### src/rtl/cfs_rx_ctrl.sv
// RX-side MD controller: checks each transfer's offset/size, pushes legal ones to the RX FIFO,
// drops illegal ones and counts them. Error responses are enabled by `define CFS_RX_CTRL_ERR_RESP_EN.
module cfs_rx_ctrl #(
  parameter  int ALGN_DATA_WIDTH       = 32,
  parameter  int STATUS_CNT_DROP_WIDTH = 8,
  localparam int BYTES                 = ALGN_DATA_WIDTH / 8,
  localparam int OFFSET_WIDTH          = (BYTES <= 1) ? 1 : $clog2(BYTES),
  localparam int SIZE_WIDTH            = $clog2(BYTES) + 1
) (
  input  logic                             pclk,
  input  logic                             presetn,
  input  logic                             md_rx_valid,
  input  logic [ALGN_DATA_WIDTH-1:0]       md_rx_data,
  input  logic [OFFSET_WIDTH-1:0]          md_rx_offset,
  input  logic [SIZE_WIDTH-1:0]            md_rx_size,
  output logic                             md_rx_ready,
  output logic                             md_rx_err,
  output logic                             push_valid,
  output logic [ALGN_DATA_WIDTH-1:0]       push_data,
  output logic [OFFSET_WIDTH-1:0]          push_offset,
  output logic [SIZE_WIDTH-1:0]            push_size,
  input  logic                             push_ready,
  input  logic                             ctrl_clr,
  output logic [STATUS_CNT_DROP_WIDTH-1:0] status_cnt_drop,
  output logic                             max_drop
);

  localparam logic [1:0] IDLE = 2'd0;
  localparam logic [1:0] PUSH = 2'd1;
  localparam logic [1:0] RESP = 2'd2;

`ifdef CFS_RX_CTRL_ERR_RESP_EN
  localparam logic ERR_EN = 1'b1;
`else
  localparam logic ERR_EN = 1'b0;
`endif

  localparam logic [SIZE_WIDTH:0] BYTES_W = (SIZE_WIDTH + 1)'(BYTES);

  // Sums are widened by one bit so offset+size and BYTES+offset never wrap.
  function automatic logic is_legal(input logic [OFFSET_WIDTH-1:0] off,
                                    input logic [SIZE_WIDTH-1:0]   sz);
    logic [SIZE_WIDTH:0] off_w;
    logic [SIZE_WIDTH:0] sz_w;
    off_w = (SIZE_WIDTH + 1)'(off);
    sz_w  = (SIZE_WIDTH + 1)'(sz);
    if (sz_w == '0) return 1'b0;
    return ((off_w + sz_w) <= BYTES_W) && (((BYTES_W + off_w) % sz_w) == '0);
  endfunction

  logic [1:0]                       state_q, state_d;
  logic                             ready_q, ready_d;
  logic                             err_q, err_d;
  logic                             pvld_q, pvld_d;
  logic [ALGN_DATA_WIDTH-1:0]       pdata_q, pdata_d;
  logic [OFFSET_WIDTH-1:0]          poff_q, poff_d;
  logic [SIZE_WIDTH-1:0]            psize_q, psize_d;
  logic [STATUS_CNT_DROP_WIDTH-1:0] cnt_q, cnt_d;
  logic                             drop;

  always_comb begin
    state_d = state_q;
    ready_d = ready_q;
    err_d   = err_q;
    pvld_d  = pvld_q;
    pdata_d = pdata_q;
    poff_d  = poff_q;
    psize_d = psize_q;
    drop    = 1'b0;
    case (state_q)
      IDLE: begin
        if (md_rx_valid) begin
          if (is_legal(md_rx_offset, md_rx_size)) begin
            pvld_d  = 1'b1;
            pdata_d = md_rx_data;
            poff_d  = md_rx_offset;
            psize_d = md_rx_size;
            state_d = PUSH;
          end else begin
            err_d   = ERR_EN;
            drop    = 1'b1;
            state_d = RESP;
          end
        end
      end
      PUSH: begin
        if (pvld_q && push_ready) begin
          pvld_d  = 1'b0;
          err_d   = 1'b0;
          ready_d = 1'b1;
          state_d = RESP;
        end
      end
      RESP: begin
        // A drop enters RESP with ready low, so it raises ready one cycle later
        // to match the push path latency.
        if (ready_q) begin
          ready_d = 1'b0;
          err_d   = 1'b0;
          state_d = IDLE;
        end else begin
          ready_d = 1'b1;
        end
      end
      default: state_d = IDLE;
    endcase
  end

  // Clear has priority over a drop landing on the same edge.
  always_comb begin
    cnt_d = cnt_q;
    if (ctrl_clr) cnt_d = '0;
    else if (drop && (cnt_q != '1)) cnt_d = cnt_q + 1'b1;
  end

  always_ff @(posedge pclk or negedge presetn) begin
    if (!presetn) begin
      state_q <= IDLE;
      ready_q <= 1'b0;
      err_q   <= 1'b0;
      pvld_q  <= 1'b0;
      pdata_q <= '0;
      poff_q  <= '0;
      psize_q <= '0;
      cnt_q   <= '0;
    end else begin
      state_q <= state_d;
      ready_q <= ready_d;
      err_q   <= err_d;
      pvld_q  <= pvld_d;
      pdata_q <= pdata_d;
      poff_q  <= poff_d;
      psize_q <= psize_d;
      cnt_q   <= cnt_d;
    end
  end

  assign md_rx_ready     = ready_q;
  assign md_rx_err       = err_q;
  assign push_valid      = pvld_q;
  assign push_data       = pdata_q;
  assign push_offset     = poff_q;
  assign push_size       = psize_q;
  assign status_cnt_drop = cnt_q;
  assign max_drop        = &cnt_q;

endmodule

### config.mk
export PLATFORM = sky130hd
export DESIGN_NAME = cfs_rx_ctrl
export DESIGN_NICKNAME = d
export VERILOG_FILES = /design/src/rtl/cfs_rx_ctrl.sv
export SDC_FILE = /design/constraint.sdc
export NUM_CORES = 1
export LEC_CHECK = 0
export ABC_AREA = 1
export BUFFER_PORTS_ARGS = -buffer_cell sky130_fd_sc_hd__buf_2
export CAP_MARGIN = 10
export CORE_UTILIZATION = 45
export CTS_BUF_LIST = sky130_fd_sc_hd__clkbuf_8
export DETAILED_ROUTE_END_ITERATION = 10
export GPL_TIMING_DRIVEN = 0
export PLACE_DENSITY = 0.73
export REMOVE_ABC_BUFFERS = 1
export SYNTH_ARGS = -nofsm -noshare
export SYNTH_HDL_FRONTEND = slang
export SYNTH_SLANG_ARGS = --single-unit
### constraint.sdc
create_clock -name pclk -period 2.56 [get_ports pclk]
set_input_delay 0 -clock pclk [delete_from_list [all_inputs] [get_ports pclk]]
set_output_delay 0 -clock pclk [all_outputs]
set_load 0.01 [all_outputs]
==> results.sh <==
export IMPL_dieArea_um2=6290
export IMPL_die_x_um=79.3
export IMPL_holdPathEnd="md_rx_ready"
export IMPL_drv_slew=0
export IMPL_via_per_inst=5.43
export IMPL_worst_pin_slew_ns=0.955
export IMPL_drive_above_1_share_pct=40.8
export IMPL_drtPass1Iterations=5
export IMPL_max_freq_ghz=0.374
export IMPL_skew_ns=0.00602
export IMPL_finalNonFillerCells=562
export IMPL_fin_setup_tns_ns=-2.66
export IMPL_violations="negative setup slack"
export IMPL_cpPeakStageDelay_ns=0.30
export IMPL_hold_depth=3
export IMPL_grt_pass1_vias=2904
export IMPL_num_io_pins=91
export IMPL_syn_cell_area_um2=2690
export IMPL_cts_buffers_inserted=5
export IMPL_ant_nets=0
export IMPL_clock_root_buffer="clkbuf_8"
export IMPL_r2r_slack_ns=0.78
export IMPL_finalCriticalPeriod_ns=2.67
export IMPL_busiest_layer="met2"
export IMPL_synth_fa_ha_area_share_pct=6.15
export IMPL_wl_per_cell_um=15.8
export IMPL_synth_cells=341
export IMPL_synth_warning_count=0
export IMPL_hold_path_class="primary input to flop"
export IMPL_cts_max_path_buffers=2
export IMPL_setup_violations=40
export IMPL_syn_to_final_growth_pct=57.6
export IMPL_worstPathRequired_ns=2.76
export IMPL_fin_crit_sh_pct=104
export IMPL_synth_top_family_by_area="simple AND/OR/NAND/NOR gates"
export IMPL_peakVddDrop_mv=0.596
export IMPL_die_height_um=79.3
export IMPL_reg2reg_depth=10
export IMPL_gp_congestion=0.837
export IMPL_synth_xor_xnor_area_share_pct=1.96
export IMPL_muxShareOfSynthArea_pct=0
export IMPL_status="finished, violations left"
export IMPL_cap_violations=0
export IMPL_leakagePower_nw=2.24
export IMPL_r2r_start="status_cnt_drop[0]"
export IMPL_max_slew_margin_rel_pct=36.3
export IMPL_gr_usage_met3_pct=4.48
export IMPL_dp_slack_ns=-1.74
export IMPL_crit_top_cell="buf_4"
export IMPL_tritoncts="yes"
export IMPL_place_hpwl_um=4270
export IMPL_met1_usage_pct=35.8
export IMPL_synth_seq_area_share_pct=45.6
export IMPL_ys_seq_elements=49
export IMPL_wl_um=8870
export IMPL_fin_area_um2=4240
export IMPL_crit_path_max_fanout=8
export IMPL_num_vias=3050
export IMPL_dp_cells=486
export IMPL_grt_max_degree=50
export IMPL_post_dp_cell_area_um2=3140
export IMPL_pwr_density_cell_nw_per_um2=825
export IMPL_total_power_mw=3.50
export IMPL_portBuffers=89
export IMPL_yosysUniqueCellTypes=28
export IMPL_worst_endpoint_arrival_ns=2.87
export IMPL_fillers=383
export IMPL_core_um2=5640
export IMPL_grt_pass1_wl_um=13600
export IMPL_clk_pin_slew_ns=0.09
export IMPL_slowest_stage="ha_4"
export IMPL_postLayoutSetupSlackWorst_ns=-0.112
export IMPL_grtUsageMet2_pct=48.3
export IMPL_diodes=0
export IMPL_min_from="push_ready"
export IMPL_start_kind="primary input"
export IMPL_drtIter0Drc=290
export IMPL_finalHoldViolations=0
export IMPL_grt_ovfl_total=0
export IMPL_clkSinkCount=49
export IMPL_worstSetupEndpointType="flop"
export IMPL_grt_total_usage_pct=28.1
export IMPL_antenna_found_initial=0
export IMPL_yosys_area_share_simple_pct=36.0
export IMPL_synth_compound_area_share_pct=2.09
export IMPL_path_class="primary input to flop"
export IMPL_htree_levels=2
export IMPL_initial_core_util_pct=47.6
export IMPL_fin_nets=543
export IMPL_syn_avg_cell_area_um2=7.88
export IMPL_r2r_end="status_cnt_drop[6]"
export IMPL_row_count=27
export IMPL_worstSkewPairLatency_ns=0.30
export IMPL_drc_errors=0
export IMPL_rsz0062_at_grt="yes"
-- routing by layer --
layer  vias up  wire length, um
met1      1450             3590
met5         -                0
li1       1421                -
met4         0              176
met2       159             4480
met3        20              630
-- worst max-delay path: cells and delay by family --
family	cells	cell delay [ns]
buf+inv	11	1.20
fa+ha+maj	1	0.30
compound gates	2	0.36
simple gates	11	0.97
-- where the power goes --
group | leakage [nW] | internal [mW] | switching, mW
clock network | 0.0497 | 0.191 | 0.264
logic | 1.56 | 0.702 | 0.990
registers | 0.632 | 1.10 | 0.253
total | 2.24 | 1.99 | 1.51
-- worst max path at each step --
| stage | from | endpoint | slack (ns) |
|---|---|---|---|
| finish | md_rx_size[1] | push_data[14] | -0.11 |
| global route | md_rx_size[1] | push_data[7] | -0.21 |
| CTS | md_rx_size[1] | push_size[0] | 0.01 |
| detailed placement | md_rx_size[0] | push_data[5] | -1.74 |
| global placement | state_q[1] | push_size[1] | -1.71 |
| floorplan | md_rx_size[2] | push_data[0] | -0.71 |
-- flip-flops by register name (all words and copies together), names as in the netlist --
register / cells
status_cnt_drop: 8
push_size: 3
push_valid: 1
md_rx_ready: 1
push_data: 32
push_offset: 2
state_q: 2
-- layout make-up --
class | count | area [um^2] | area share, %
Clock buffer | 5 | 68.8 | 1.62
Clock inverter | 3 | 17.5 | 0.414
Inverter | 27 | 123 | 2.90
Multi-Input combinational cell | 252 | 1590 | 37.6
Sequential cell | 49 | 1230 | 29.0
Tap cell | 72 | 90.1 | 2.13
Timing Repair Buffer | 151 | 1080 | 25.6
Timing Repair inverter | 3 | 31.3 | 0.739
-- per-stage QoR --
stage / utilization, % / hold slack (ns)
3_5_place_dp: 55.6 / 0.256
3_3_place_gp: 55.2 / 0.249
2_1_floorplan: - / -0.296
5_1_grt: 75.1 / 0.0661
4_1_cts: 69.9 / 0.0236
6_report: 75.1 / 0.0369
-- kinds of logic (layout without fill, tap and decap cells) --
group | Yosys count | after routing
AO/OA/AOI/OAI | 10 | 10
XOR/XNOR | 6 | 6
adder cells (fa/ha/maj) | 12 | 12
buffers and inverters | 45 | 189
flip-flops | 49 | 49
other | 1 | 2
AND/OR/NAND/NOR | 218 | 222
-- cell usage after synthesis, drive strengths merged --
library cell / n / area share [%]
a21oi: 5 / 0.93
buf: 10 / 3.2
clkbuf: 8 / 1.1
clkinv: 1 / 0.14
conb: 1 / 0.14
dfrtp: 49 / 46
fa: 2 / 1.5
ha: 10 / 4.7
inv: 26 / 3.6
nand2: 132 / 19
nand3: 22 / 4.5
nand4: 40 / 9.3
nor2: 20 / 2.8
nor3: 2 / 0.37
nor3b: 1 / 0.28
o211ai: 1 / 0.28
o21ai: 3 / 0.56
o311ai: 1 / 0.33
or2: 1 / 0.23
xnor2: 1 / 0.33
xor2: 5 / 1.6
-- what timing repair did --
action	4_1_cts	5_1_grt
buffers inserted	18	5
gates cloned	6	1
gates resized for setup	40	72
endpoints found under the setup margin	48	48
hold buffers	37	0
pin swaps	11	21
hold endpoints to repair	85	0
-- cell usage in the layout, fill, tap and decap left out, types with 3 or more instances in the layout --
cell / synthesis / layout
nand3_4: 0 / 5
nand2_1: 131 / 75
o21ai_1: 1 / 3
ha_1: 10 / 8
nor2_1: 20 / 19
dlygate4sd3_1: 0 / 37
a21oi_1: 5 / 3
buf_2: 2 / 87
nand3_2: 2 / 3
inv_1: 24 / 23
dfrtp_1: 49 / 49
xor2_1: 5 / 5
nand2_4: 0 / 10
inv_6: 0 / 3
clkbuf_8: 0 / 5
buf_6: 5 / 3
buf_4: 2 / 18
nand4_1: 40 / 40
nand2_2: 1 / 46
buf_12: 0 / 4
nand3_1: 20 / 18
No activity file was read; power rests on OpenSTA's default activity.
